--- src/rtl/fs_ratio_scheduler.sv ---
// fs_ratio_scheduler: measures bck rising edges per lrck frame in the mclk domain,
// classifies the source as 32fs/64fs/128fs, and drives the converter select and DAC mute.
// Ports:
//   mclk          - system clock (>= 4x max bck frequency)
//   rst_n         - asynchronous active-low reset
//   bck, lrck     - source bit/frame clocks, asynchronous to mclk
//   mode_sel[1:0] - converter select: 00 none, 01 32fs, 10 64fs, 11 128fs
//   mute          - DAC mute, 1 = muted
//   locked        - high only while the FSM is in the locked state
//   bck_per_frame - last completed frame count, saturating at 255
module fs_ratio_scheduler #(
  parameter int unsigned LOCK_FRAMES   = 4,
  parameter int unsigned SETTLE_FRAMES = 8,
  parameter int unsigned TOL           = 2,
  parameter int unsigned TIMEOUT_CYC   = 65535
) (
  input  logic       mclk,
  input  logic       rst_n,
  input  logic       bck,
  input  logic       lrck,
  output logic [1:0] mode_sel,
  output logic       mute,
  output logic       locked,
  output logic [7:0] bck_per_frame
);

  localparam int unsigned MW = $clog2(LOCK_FRAMES + 1);
  localparam int unsigned SW = $clog2(SETTLE_FRAMES + 1);
  localparam int unsigned CW = $clog2(TIMEOUT_CYC + 1);

  typedef enum logic [1:0] {StUnlocked, StVerify, StSettle, StLocked} state_e;

  // Class code 00 doubles as INVALID since every valid class is non-zero.
  function automatic logic [1:0] classify(logic [7:0] n);
    int unsigned v;
    v = 32'(n);
    if (v + TOL >= 32'd32 && v <= 32'd32 + TOL) return 2'b01;
    if (v + TOL >= 32'd64 && v <= 32'd64 + TOL) return 2'b10;
    if (v + TOL >= 32'd128 && v <= 32'd128 + TOL) return 2'b11;
    return 2'b00;
  endfunction

  logic          bck_s1_q, bck_s2_q, bck_d3_q, bck_rise_q, bck_rise_d;
  logic          lr_s1_q, lr_s2_q, lr_d3_q, lr_rise_q, lr_rise_d;
  state_e        state_q, state_d;
  logic [1:0]    cand_q, cand_d, mode_q, mode_d, cls;
  logic [MW-1:0] match_q, match_d;
  logic [SW-1:0] settle_q, settle_d;
  logic [CW-1:0] cyc_q, cyc_d;
  logic [7:0]    cnt_q, cnt_d, bpf_q, bpf_d;
  logic          mute_q, mute_d, locked_q, locked_d, armed_q, armed_d;
  logic          frame_done, timeout;

  assign bck_rise_d = bck_s2_q & ~bck_d3_q;
  assign lr_rise_d  = lr_s2_q & ~lr_d3_q;
  assign cls        = classify(cnt_q);
  // The first lrck edge after reset/timeout only arms: that frame was partial.
  assign frame_done = lr_rise_q & armed_q;
  assign timeout    = ~lr_rise_q & (32'(cyc_q) == TIMEOUT_CYC - 32'd1);

  // Frame counter, timeout counter and arming.
  always_comb begin
    cnt_d   = cnt_q;
    cyc_d   = cyc_q;
    armed_d = armed_q;
    bpf_d   = bpf_q;
    if (lr_rise_q) begin
      // A bck edge coincident with lrck belongs to the new frame.
      cnt_d   = bck_rise_q ? 8'd1 : 8'd0;
      cyc_d   = '0;
      armed_d = 1'b1;
      if (frame_done) bpf_d = cnt_q;
    end else begin
      if (bck_rise_q && cnt_q != 8'hff) cnt_d = cnt_q + 8'd1;
      if (cyc_q != CW'(TIMEOUT_CYC)) cyc_d = cyc_q + CW'(1);
    end
    if (timeout) begin
      armed_d = 1'b0;
      cnt_d   = '0;
    end
  end

  // Lock/settle FSM; all transitions except timeout happen on frame_done.
  always_comb begin
    state_d  = state_q;
    cand_d   = cand_q;
    match_d  = match_q;
    settle_d = settle_q;
    mode_d   = mode_q;
    mute_d   = mute_q;
    locked_d = locked_q;
    if (timeout) begin
      state_d  = StUnlocked;
      mode_d   = 2'b00;
      mute_d   = 1'b1;
      locked_d = 1'b0;
    end else if (frame_done) begin
      unique case (state_q)
        StUnlocked: begin
          mute_d = 1'b1;
          mode_d = 2'b00;
          if (cls != 2'b00) begin
            cand_d  = cls;
            match_d = MW'(1);
            state_d = StVerify;
          end
        end
        StVerify: begin
          mute_d = 1'b1;
          if (cls == 2'b00) begin
            state_d = StUnlocked;
            mode_d  = 2'b00;
          end else if (cls == cand_q) begin
            match_d = match_q + MW'(1);
            if (32'(match_q) + 32'd1 == LOCK_FRAMES) begin
              mode_d   = cand_q;
              settle_d = '0;
              state_d  = StSettle;
            end
          end else begin
            cand_d  = cls;
            match_d = MW'(1);
          end
        end
        StSettle: begin
          mute_d = 1'b1;
          if (cls == mode_q) begin
            settle_d = settle_q + SW'(1);
            if (32'(settle_q) + 32'd1 == SETTLE_FRAMES) begin
              state_d  = StLocked;
              mute_d   = 1'b0;
              locked_d = 1'b1;
            end
          end else begin
            state_d = StUnlocked;
            mode_d  = 2'b00;
          end
        end
        StLocked: begin
          if (cls != mode_q) begin
            mute_d   = 1'b1;
            locked_d = 1'b0;
            if (cls != 2'b00) begin
              cand_d  = cls;
              match_d = MW'(1);
              state_d = StVerify;
            end else begin
              state_d = StUnlocked;
              mode_d  = 2'b00;
            end
          end
        end
        default: state_d = StUnlocked;
      endcase
    end
  end

  always_ff @(posedge mclk or negedge rst_n) begin
    if (!rst_n) begin
      bck_s1_q   <= 1'b0;
      bck_s2_q   <= 1'b0;
      bck_d3_q   <= 1'b0;
      bck_rise_q <= 1'b0;
      lr_s1_q    <= 1'b0;
      lr_s2_q    <= 1'b0;
      lr_d3_q    <= 1'b0;
      lr_rise_q  <= 1'b0;
      state_q    <= StUnlocked;
      cand_q     <= 2'b00;
      match_q    <= '0;
      settle_q   <= '0;
      cyc_q      <= '0;
      cnt_q      <= '0;
      bpf_q      <= '0;
      mode_q     <= 2'b00;
      mute_q     <= 1'b1;
      locked_q   <= 1'b0;
      armed_q    <= 1'b0;
    end else begin
      bck_s1_q   <= bck;
      bck_s2_q   <= bck_s1_q;
      bck_d3_q   <= bck_s2_q;
      bck_rise_q <= bck_rise_d;
      lr_s1_q    <= lrck;
      lr_s2_q    <= lr_s1_q;
      lr_d3_q    <= lr_s2_q;
      lr_rise_q  <= lr_rise_d;
      state_q    <= state_d;
      cand_q     <= cand_d;
      match_q    <= match_d;
      settle_q   <= settle_d;
      cyc_q      <= cyc_d;
      cnt_q      <= cnt_d;
      bpf_q      <= bpf_d;
      mode_q     <= mode_d;
      mute_q     <= mute_d;
      locked_q   <= locked_d;
      armed_q    <= armed_d;
    end
  end

  assign mode_sel      = mode_q;
  assign mute          = mute_q;
  assign locked        = locked_q;
  assign bck_per_frame = bpf_q;

endmodule
--- config.mk ---
export PLATFORM = sky130hd
export DESIGN_NAME = fs_ratio_scheduler
export DESIGN_NICKNAME = d
export VERILOG_FILES = /design/src/rtl/fs_ratio_scheduler.sv
export SDC_FILE = /design/constraint.sdc
export NUM_CORES = 1
export LEC_CHECK = 0
export ABC_AREA = 1
export BUFFER_PORTS_ARGS = -buffer_cell sky130_fd_sc_hd__buf_4
export CORE_ASPECT_RATIO = 1.5
export CORE_MARGIN = 2
export CORE_UTILIZATION = 55
export DETAILED_ROUTE_END_ITERATION = 10
export GPL_TIMING_DRIVEN = 0
export PLACE_DENSITY = 0.76
export REMOVE_ABC_BUFFERS = 1
export SLEW_MARGIN = 5
export SYNTH_ARGS = -nofsm -noshare
export SYNTH_HDL_FRONTEND = slang
export SYNTH_SLANG_ARGS = --single-unit
export TNS_END_PERCENT = 30
--- constraint.sdc ---
create_clock -name mclk -period 2 [get_ports mclk]
set_clock_uncertainty 0.1 [all_clocks]
set_input_delay 0.4 -clock mclk [delete_from_list [all_inputs] [get_ports mclk]]
set_output_delay 0.4 -clock mclk [all_outputs]
set_load 0.01 [all_outputs]
==> results of run 1 <==
==> repair_timing <==
item	in CTS	in global routing
hold buffers	0	0
setup buffers	12	4
pin swaps	16	13
gates resized for setup	36	33
endpoints found under the setup margin	15	28
==> flip-flops by register name, indices dropped and copies added, names as in the netlist, 2 cells and up <==
signal	flops
cand_q	2
cyc_q	16
match_q	3
settle_q	4
cnt_q	8
mode_sel	2
bck_per_frame	8
state_q	2
==> worst paths after layout <==
check	from	endpoint	slack, ps	cells after the start
max in group asynchronous	rst_n	cnt_q[2]	1280	1
min in group mclk	lrck	lr_s1_q	80	1
max	cnt_q[1]	mode_sel[1]	-260	15
max reg2reg	cnt_q[1]	mode_sel[1]	-260	15
min	rst_n	cyc_q[6]	9	1
min reg2reg	bck_s1_q	bck_s2_q	270	0
==> kinds of logic after synthesis <==
logic type	count (synthesis)	synth area share [%]
buffers and inverters	61	7.33
XOR/XNOR	3	0.837
adder cells (fa/ha/maj)	9	3.59
AND/OR/NAND/NOR	219	33.1
flip-flops	56	44.7
AO/OA/AOI/OAI	57	10.5
==> power by group through the flow <==
stage / sequential [uW] / clock [uW] / combinational [uW]
after floorplan: 1390 / 0 / 519
after global placement: 1400 / 0 / 701
after detailed placement: 1410 / 0 / 714
after CTS: 1390 / 779 / 863
after global routing: 1410 / 819 / 1050
final: 1400 / 765 / 940
==> cell usage after synthesis <==
| library cell | n |
|---|---|
| a21oi_1 | 20 |
| nand2_4 | 2 |
| nand3_2 | 6 |
| xor2_1 | 2 |
| dfrtp_1 | 55 |
| a211oi_1 | 3 |
| nor2_2 | 5 |
| xnor2_1 | 1 |
| nor3_2 | 2 |
| o21bai_1 | 1 |
| o21ai_4 | 1 |
| nand3_4 | 2 |
| clkbuf_1 | 4 |
| a31oi_1 | 2 |
| nor3_1 | 11 |
| dfstp_2 | 1 |
| inv_1 | 53 |
| nand2_1 | 103 |
| nand4_1 | 7 |
| o21ai_2 | 1 |
| o31ai_1 | 1 |
| o21ai_1 | 3 |
| nor2_1 | 36 |
| nor3b_1 | 1 |
| o21a_1 | 2 |
| clkinv_2 | 1 |
| nand2_2 | 12 |
| a21oi_2 | 1 |
| o22ai_1 | 1 |
| inv_2 | 3 |
| ha_1 | 9 |
| nand3b_1 | 2 |
| and3_1 | 1 |
| o2111ai_1 | 1 |
| o21ai_0 | 20 |
| nand3_1 | 29 |
==> layer usage <==
metal / vias up / global-route usage [%] / part of all wire (%)
met5: - / 0 / 0
met4: 0 / 12.2 / 3.6
met3: 22 / 3.01 / 2.2
met2: 48 / 42.7 / 54
met1: 1257 / 25.0 / 41
li1: 1374 / - / -
==> final cells by class <==
class / count / area, um2
inverters: 57 / 226
repair buffers: 31 / 244
clock inverters: 3 / 47.5
clock buffers: 5 / 68.8
flip-flops and latches: 56 / 1410
fillers: 423 / 1660
multi-input cells: 288 / 1750
well taps: 70 / 87.6
==> metrics by stage <==
stage | setup WS (ps) | total power (uW) | instance area (um2) | setup TNS (ps) | hold slack (ps)
after floorplan | -38.6 | 1910 | 3120 | -287 | 4.41
after global placement | -287 | 2100 | 3320 | -3620 | 234
after detailed placement | -301 | 2120 | 3320 | -3930 | 238
after CTS | -199 | 3030 | 3680 | -2510 | 52.7
after global routing | -406 | 3280 | 3830 | -5990 | 74.3
final | -260 | 3110 | 3830 | -3330 | 9.39
==> impl_results.md, run 1 <==
* Status: complete, but fails checks
* Failing checks: negative setup slack
* Antenna diodes at 0
* CP max stage cell: dfrtp_2
* Buffers plus inverters on the worst setup path at 3
* Reg power frac at 45.1%
* Slack of the critical path at -260 ps
* Synth Cell Area at 3140 um2
* Switching share of power at 35.8%
* Required time of the critical path at 2160 ps
* Initial antenna violation count at 0
* Vias in the first global route at 2672
* Post-Place Cells at 486
* Total track usage at 23.0%
* Crit-path cells: buf_6 > ha_4 > nand2_4 > a21oi_4 > buf_6 > nand3_2 > nand2_2 > nand2_4 > nand3_4 > inv_2 > nor2_2 > nand2_2 > nor2_1 > nand4_1 > nand2_1
* DIE AREA at 6340 um2
* Clk root buf: clkbuf_8
* H-tree Lvls at 2
* Critical Path Max Stage Delay at 450 ps
* TritonCTS Buffers at 5
* Maximum clock rate at 0.442 GHz
* Pwr dens at 810 nW/um2
* Most common cell after layout, fill and taps aside: nand2_1
* Yosys Warn Count at 0
* CTS tree: built
* Largest net degree at the start of global routing at 57
* First-pass GRT wire length at 11300 um
* Worst vdd ir at 0.595 mV
* Synth Area per Inst at 7.75 um2
* Family with the most delay on the worst path: simple AND/OR/NAND/NOR gates
* Sequential cell area fraction in the yosys report at 44.7%
* Site Rows at 33
* Post-Layout Cell Count at 510
* Global route total overflow at 0
* Detailed Routing Iterations Pass 1 at 4
* Max Buffers Root-to-Sink at 2
* DIE WIDTH at 65.7 um
* Final core occ at 69.8%
* Fin nets at 452
* Routed vias at 2701
* Unrepaired setup endpoints after global routing: yes
* Period utilisation layout at 113%
* HPWL after detailed placement at 4500 um
* Number of remaining DRC errors at 0
* P&R area growth vs syn at 22.1%
* Avg WL per Cell at 13.3 um
* Top post-synthesis cells by area: dfrtp_1 (44%), nand2_1 (12%), inv_1 (6.3%)
* I/O pins at 16
* Yosys reg bits at 56
* Int Pwr at 1990 uW
* Fin. Hold Viols at 0
* Placer Congestion at 0.908
* Clk pwr share at 24.6%
* Leading cell types in the layout, fill and taps excluded: nand2_1 (88), dfrtp_1 (53), inv_1 (49)
* Tmin final at 2260 ps
* WP data arrival at 2420 ps
* Largest area contributor in the netlist: dfrtp_1
* Critical path class: reg2reg
* Layout cells sized above 1 at 25.9%
* CP max FO at 6
* Final Setup Violations at 15
* Port-buffer cells at 15
* Starting density of the core at 57.2%
* Clk_lat worst skew at 310 ps
* Clock transition at path regs at 100 ps
* Worst-Margin Slew at 690 ps
* Chip height at 96.5 um
* CTS Sinks at 56
* Slew Viols, Final at 0
* Via density at 5.30
* Combinational share of power at 30.3%
* Maxcap violations at 0
* Final ANT Viol Nets at 0
* Drt total wl at 6770 um
* P_leak at 0.00188 uW
* Worst slew margin at 54.0%
* CP startpoint kind: flip-flop
* Synth cell types at 36
* Hold WC Path Type: in2async
* Cells after synthesis at 405
* Placeable Area at 5490 um2
* Switching power at 1110 uW
* Starting DRT DRC Count at 142
* Worst Setup End Kind: flip-flop
* Yosys top cell area share at 43.8%
No activity file was read; power rests on OpenSTA's default activity.
==> run 2, diff against run 1 <==
--- a/config.mk
+++ b/config.mk
@@ -5,11 +5,11 @@
 export SDC_FILE = /design/constraint.sdc
 export NUM_CORES = 1
 export LEC_CHECK = 0
-export ABC_AREA = 1
 export BUFFER_PORTS_ARGS = -buffer_cell sky130_fd_sc_hd__buf_4
 export CORE_ASPECT_RATIO = 1.5
 export CORE_MARGIN = 2
 export CORE_UTILIZATION = 55
+export CTS_CLUSTER_SIZE = 10
 export DETAILED_ROUTE_END_ITERATION = 10
 export GPL_TIMING_DRIVEN = 0
 export PLACE_DENSITY = 0.76
==> run 2 against run 1 <==
Compared with the run above:
- the run still ends with negative setup slack left
- global-route usage down 0.92 points
- maximum frequency down 11%
- worst setup slack worse by 270 ps
- clock power down 17%
- final cell count down 19%
- flip-flop and latch count unchanged
- synthesized area down 1.8%
- total power down 27%
- combinational power down 61%
- critical path depth down 4
- synthesized cell count down 24%
- first-iteration DRC count up 63%
- critical endpoint unchanged
- largest power group unchanged
==> impl_results.md, run 2 <==
* Dpl ws at -790 ps (-489 ps)
* Avg WL per Cell at 15.5 um (+17%)
* Initial antenna violation count at 0 (unchanged)
* TritonCTS Buffers at 5 (unchanged)
* Pwr dens at 616 nW/um2 (-24%)
* Worst slew margin at 53.9% (-0.087 points)
* Maxcap violations at 0 (unchanged)
* CTS Sinks at 56 (unchanged)
* Number of remaining DRC errors at 0 (unchanged)
* Clk_lat worst skew at 310 ps (about the same)
* Met2 wire len at 3390 um (-6.4%)
* Yosys top cell area share at 44.7% (+0.82 points)
* Placer Congestion at 0.832 (-8.4%)
* Worst Setup End Kind: flip-flop
* Primary FF master, synth: dfrtp_1
* P&R area growth vs syn at 20.1%
* CP startpoint kind: flip-flop
* Top cells by count, synth: dfrtp_1 (55), nor2_1 (38), nand2_1 (19), nand3_1 (19), o21ai_0 (12)
* Slack of the critical path at -533 ps (-273 ps)
* Global route total overflow at 0 (unchanged)
* Final core occ at 67.9% (-1.9 points)
* Post-synthesis async set-or-reset flop share at 100% (unchanged)
* P_leak at 0.00164 uW (-13%)
* Drt total wl at 6400 um (-5.4%)
* Status: complete, but fails checks
* Port-buffer cells at 15 (unchanged)
* Final ANT Viol Nets at 0 (unchanged)
* Period utilisation layout at 127% (+14 points)
* Starting DRT DRC Count at 231 (+63%)
* Tmin final at 2530 ps (+273 ps)
* Met1 WL at 2630 um (-4.3%)
* DIE WIDTH at 65.1 um (-0.87%)
* Layout cells sized above 1 at 30.1% (+4.2 points)
* Number of hold buffers added after CTS at 0 (unchanged)
* Cells after synthesis at 307 (-24%)
* Chip height at 95.7 um (-0.89%)
* Post-synth EDFFs at 0 (unchanged)
* Starting density of the core at 56.5% (-0.62 points)
* Critical path class: reg2reg
* Max Buffers Root-to-Sink at 2 (unchanged)
* Fin. Hold Viols at 0 (unchanged)
* DIE AREA at 6230 um2 (-1.7%)
* Top post-synthesis cells by area: dfrtp_1 (45%), nor2_1 (4.6%), ha_1 (3.7%)
* Fin nets at 354 (-22%)
* Total track usage at 22.1% (-0.92 points)
* Via density at 5.91 (+12%)
* Synth Cell Area at 3080 um2 (-1.8%)
* DR top layer: met4
* CP max FO at 7 (+1)
* Unrepaired setup endpoints after global routing: yes
* Hold WC Path Type: in2async
* Detailed Routing Iterations Pass 1 at 5 (+1)
* Worst-Margin Slew at 692 ps (+1.31 ps)
* Reg with most FFs: cyc_q
* Max FFs per register at 16 (unchanged)
* Yosys Warn Count at 0 (unchanged)
* H-tree Lvls at 2 (unchanged)
* Largest area contributor in the netlist: dfrtp_1
* Clk root buf: clkbuf_8
* Synth cell types at 71 (+97%)
* Leading cell types in the layout, fill and taps excluded: dfrtp_1 (48), buf_4 (38), nor2_1 (33)
* Site Rows at 33 (unchanged)
* Worst vdd ir at 0.515 mV (-13%)
* Routed vias at 2435 (-9.8%)
* Yosys reg bits at 56 (unchanged)
* First-pass GRT wire length at 10700 um (-5.3%)
* Vias in the first global route at 2372 (-11%)
* Design Area, Final at 3700 um2 (-3.4%)
* Synth Area per Inst at 10.0 um2 (+30%)
* Final setup TNS at -6520 ps (-3190 ps)
* Maximum clock rate at 0.395 GHz (-11%)
* Antenna diodes at 0 (unchanged)
* Largest net degree at the start of global routing at 57 (unchanged)
* Most frequent cell after synthesis: dfrtp_1
* Placeable Area at 5450 um2 (-0.75%)
* Placed Area at 3210 um2 (-3.5%)
* WP data arrival at 2690 ps (+270 ps)
* I/O pins at 16 (unchanged)
* Most common cell after layout, fill and taps aside: dfrtp_1
* Met3 Routed Length at 251 um (+71%)
* Required time of the critical path at 2150 ps (about the same)
* Final Setup Violations at 15 (unchanged)
* Slew Viols, Final at 0 (unchanged)
* Clock transition at path regs at 100 ps (about the same)
* Failing checks: negative setup slack
* HPWL after detailed placement at 3870 um (-14%)
* CTS tree: built
* Sequential cell area fraction in the yosys report at 45.5% (+0.83 points)
* Fin Hold WS at 31.4 ps (+22.0 ps)
-- run 2: cell count changes after synthesis, moves of 9 or more --
cell	before	now
nand2_1	103	19
inv_1	53	11
nand2_2	12	0
a21oi_1	20	10
nand3_1	29	19
nor2b_1	0	9
-- run 2: routing by layer --
layer | up-vias | GRT usage (%)
li1 | 1161 | -
met1 | 1193 | 26.5
met2 | 69 | 38.2
met3 | 12 | 3.66
met4 | 0 | 10.8
met5 | - | 0
-- run 2: kinds of logic after synthesis --
kind of cell,count (synthesis),synth area share [%]
compound gates,64,16.1
xor+xnor,17,4.83
fa+ha+maj,9,3.65
buf+inv,23,3.69
flops,56,45.5
mux,11,3.90
simple gates,127,22.3
-- run 2: worst paths after layout --
check	start	endpoint	slack, ps	cells past startpoint
max reg2reg	cnt_q[1]	mode_sel[1]	-530	11
max	cnt_q[1]	mode_sel[1]	-530	11
max in group asynchronous	rst_n	lr_rise_q	1270	1
min in group mclk	bck	bck_s1_q	100	1
min	rst_n	bck_per_frame[2]	30	1
min reg2reg	bck_s1_q	bck_s2_q	250	0
-- run 2: power by group --
part	total [uW]	internal, uW	leakage, uW	switching [uW]
combinational	363	165	0.000859	198
clock	633	283	0.0000455	350
sequential	1280	1200	0.000733	86.8
-- run 2: layout make-up --
| class | instances | area [um2] |
|---|---|---|
| fillers | 411 | 1750 |
| multi-input cells | 228 | 1780 |
| flip-flops and latches | 56 | 1410 |
| well taps | 70 | 87.6 |
| inverters | 11 | 41.3 |
| clock buffers | 8 | 90.1 |
| repair buffers | 39 | 297 |
-- run 2: what timing repair did --
action / 4_1_cts / 5_1_grt
pin swaps: 19 / 8
buffers inserted: 17 / 7
gates resized for setup: 31 / 21
setup endpoints to repair: 27 / 22
-- run 2: metrics by stage --
step           total power, uW  instances
6_report                  2280        412
5_1_grt                   2390        412
3_5_place_dp              1560        380
4_1_cts                   2260        405
2_1_floorplan             1460        295
3_3_place_gp              1540        380
-- run 2: worst max-delay path: stages (launching register included) --
cell and delay (ps):
dfrtp_2 480, ha_4 180, nor2b_4 140, o21a_4 250, buf_4 150, a21oi_4 160, o31ai_4 80, o21ai_4 280
buf_4 170, o211ai_1 100, a31oi_2 240, a22o_1 150
==> run 3, diff against run 2 <==
--- a/config.mk
+++ b/config.mk
@@ -7,13 +7,14 @@
 export LEC_CHECK = 0
 export BUFFER_PORTS_ARGS = -buffer_cell sky130_fd_sc_hd__buf_4
 export CORE_ASPECT_RATIO = 1.5
-export CORE_MARGIN = 2
+export CORE_MARGIN = 8
 export CORE_UTILIZATION = 55
 export CTS_CLUSTER_SIZE = 10
 export DETAILED_ROUTE_END_ITERATION = 10
 export GPL_TIMING_DRIVEN = 0
 export PLACE_DENSITY = 0.76
 export REMOVE_ABC_BUFFERS = 1
+export SKIP_LAST_GASP = 1
 export SLEW_MARGIN = 5
 export SYNTH_ARGS = -nofsm -noshare
 export SYNTH_HDL_FRONTEND = slang
==> run 3 against run 2 <==
Compared with the run above:
- the run still ends with negative setup slack left
- final area fell by 1.3%
- non-clock buffer count rose by 1
- clock power rose by 16%
- sequential power barely moved
- sequential share of layout area rose by 0.51 points
- total power rose by 3.6%
- worst hold slack got worse by 2.2 ps
- combinational power fell by 5%
==> impl_results.md, run 3 (same netlist as run 2, synthesis figures left out) <==
* Placer Congestion at 0.844 (+1.6%)
* I/O pins at 16 (unchanged)
* Area of the multi-input gates at 1690 um2 (-4.8%)
* Unrepaired setup endpoints after global routing: yes
* Chip height at 108 um (+13%)
* Maxcap violations at 0 (unchanged)
* DIE AREA at 8300 um2 (+33%)
* Port-buffer cells at 15 (unchanged)
* Worst-Margin Slew at 682 ps (-10.0 ps)
* Total track usage at 16.2% (-5.9 points)
* Critical path class: reg2reg
* Via density at 5.84 (-1.2%)
* Fin nets at 355 (+0.28%)
* Post-Layout Cell Count at 413 (+0.24%)
* Layout cells sized above 1 at 29.4% (-0.67 points)
* Final core occ at 67.0% (-0.90 points)
* Crit-path cells: nor2b_1 > o211ai_1 > o21ai_0 > a221o_1 > nand3_1 > or2_1 > nor3_4 > a22o_1
* Final Setup Violations at 20 (+5)
* Number of remaining DRC errors at 0 (unchanged)
* Drt total wl at 6540 um (+2.1%)
* Hold WC Path Type: in2async
* Routed vias at 2412 (-0.94%)
* CP startpoint kind: flip-flop
* Number of hold buffers added after CTS at 0 (unchanged)
* Filler cell count at 438 (+6.6%)
* Post-Place Cells at 380 (unchanged)
* Critical Path Source: cnt_q[7]
* Status: complete, but fails checks
* Tmin final at 2530 ps (-7.86 ps)
* Maximum clock rate at 0.396 GHz (+0.31%)
* WP data arrival at 2680 ps (about the same)
* Critical Path Max Stage Delay at 580 ps (+100 ps)
* FF/Latch Area at 1410 um2 (unchanged)
* Worst Setup End Kind: flip-flop
* CP max stage cell: dfrtp_2
* Largest net degree at the start of global routing at 57 (unchanged)
* Period utilisation layout at 126% (-0.39 points)
* Most common cell after layout, fill and taps aside: dfrtp_1
* H-tree Lvls at 2 (unchanged)
* Failing checks: negative setup slack
* P&R area growth vs syn at 18.6%
* Design Area, Final at 3650 um2 (-1.3%)
* Max Buffers Root-to-Sink at 2 (unchanged)
* Avg WL per Cell at 15.8 um (+1.8%)
* P_leak at 0.00163 uW (-0.49%)
* Slack of the critical path at -525 ps (+7.86 ps)
* Fin Hold WS at 29.2 ps (-2.20 ps)
* CTS Sinks at 56 (unchanged)
* Worst r2r src: cnt_q[7]
* Worst vdd ir at 0.529 mV (+2.7%)
* Clk root buf: clkbuf_8
* Required time of the critical path at 2150 ps (about the same)
* Antenna diodes at 0 (unchanged)
* Clk_lat worst skew at 310 ps (about the same)
* DIE WIDTH at 77.1 um (+18%)
* Final ANT Viol Nets at 0 (unchanged)
* Fin. Hold Viols at 0 (unchanged)
* Starting DRT DRC Count at 150 (-35%)
* TritonCTS Buffers at 5 (unchanged)
* Leading cell types in the layout, fill and taps excluded: dfrtp_1 (48), buf_4 (37), nor2_1 (35)
* Placeable Area at 5450 um2 (unchanged)
* Reg with most FFs: cyc_q
* Starting density of the core at 56.5% (unchanged)
* Detailed Routing Iterations Pass 1 at 4 (-1)
* CP max FO at 17 (+10)
* First-pass GRT wire length at 11200 um (+4.3%)
* Clock transition at path regs at 100 ps (about the same)
* Worst slew margin at 54.6% (+0.67 points)
* Slew Viols, Final at 0 (unchanged)
* CTS tree: built
* Placed Area at 3210 um2 (unchanged)
* Max FFs per register at 16 (unchanged)
* Site Rows at 33 (unchanged)
* Final setup TNS at -7120 ps (-594 ps)
* Pwr dens at 647 nW/um2 (+5.0%)
* HPWL after detailed placement at 3970 um (+2.7%)
* Initial antenna violation count at 0 (unchanged)
* Vias in the first global route at 2413 (+1.7%)
* Global route total overflow at 0 (unchanged)
-- run 3: cell count changes in the layout (fill, tap and decap cells not counted), moves of 2 or more --
cell and delta:
buf_6 +2, a21oi_4 -3, clkbuf_1 -2, a31o_4 +2
nor2_4 -3, a21oi_2 +2, nor2_1 +2
-- run 3: worst paths after layout --
check | slack, ps | depth (start not counted) | end
worst max register to register | -530 | 8 | mode_sel[1]
min in group mclk | 100 | 1 | lr_s1_q
worst min register to register | 250 | 0 | bck_s2_q
worst max-delay path | -530 | 8 | mode_sel[1]
worst min-delay path | 30 | 1 | cyc_q[6]
max in group asynchronous | 1280 | 1 | lr_rise_q
-- run 3: area by class of cell --
type / instances / share of cell area [%]
Clock buffer: 5 / 1.88
Clock inverter: 3 / 1.16
Inverter: 11 / 1.13
Multi-Input combinational cell: 228 / 46.3
Sequential cell: 56 / 38.6
Tap cell: 70 / 2.40
Timing Repair Buffer: 40 / 8.53
-- run 3: critical path, delay by kind of cell (launching register included) --
family | cells | cell delay, ps
AND/OR/NAND/NOR | 4 | 1030
AO/OA/AOI/OAI | 4 | 740
flip-flops | 1 | 580
-- run 3: report_power, final --
group | total (uW) | leakage [uW] | switching [uW] | internal (uW)
logic | 344 | 0.000842 | 187 | 156
clock network | 736 | 0.0000541 | 365 | 371
registers | 1280 | 0.000733 | 85.3 | 1200
-- run 3: stage by stage --
step | power, uW | setup WS [ps]
floorplan | 1460 | -400
detailed placement | 1560 | -722
global route | 2480 | -607
finish | 2360 | -525
global placement | 1540 | -724
CTS | 2360 | -440
-- run 3: repair_timing --
action | 4_1_cts | 5_1_grt
endpoints found under the setup margin | 29 | 34
buffers inserted | 22 | 4
pin swaps | 22 | 10
gates resized for setup | 28 | 10
-- run 3: routing by layer --
layer	share of wire (%)	vias up	track usage [%]
met5	0	-	0
met4	3.0	0	7.18
met3	3.7	16	3.34
met2	53	52	28.6
met1	40	1182	18.4
li1	-	1162	-
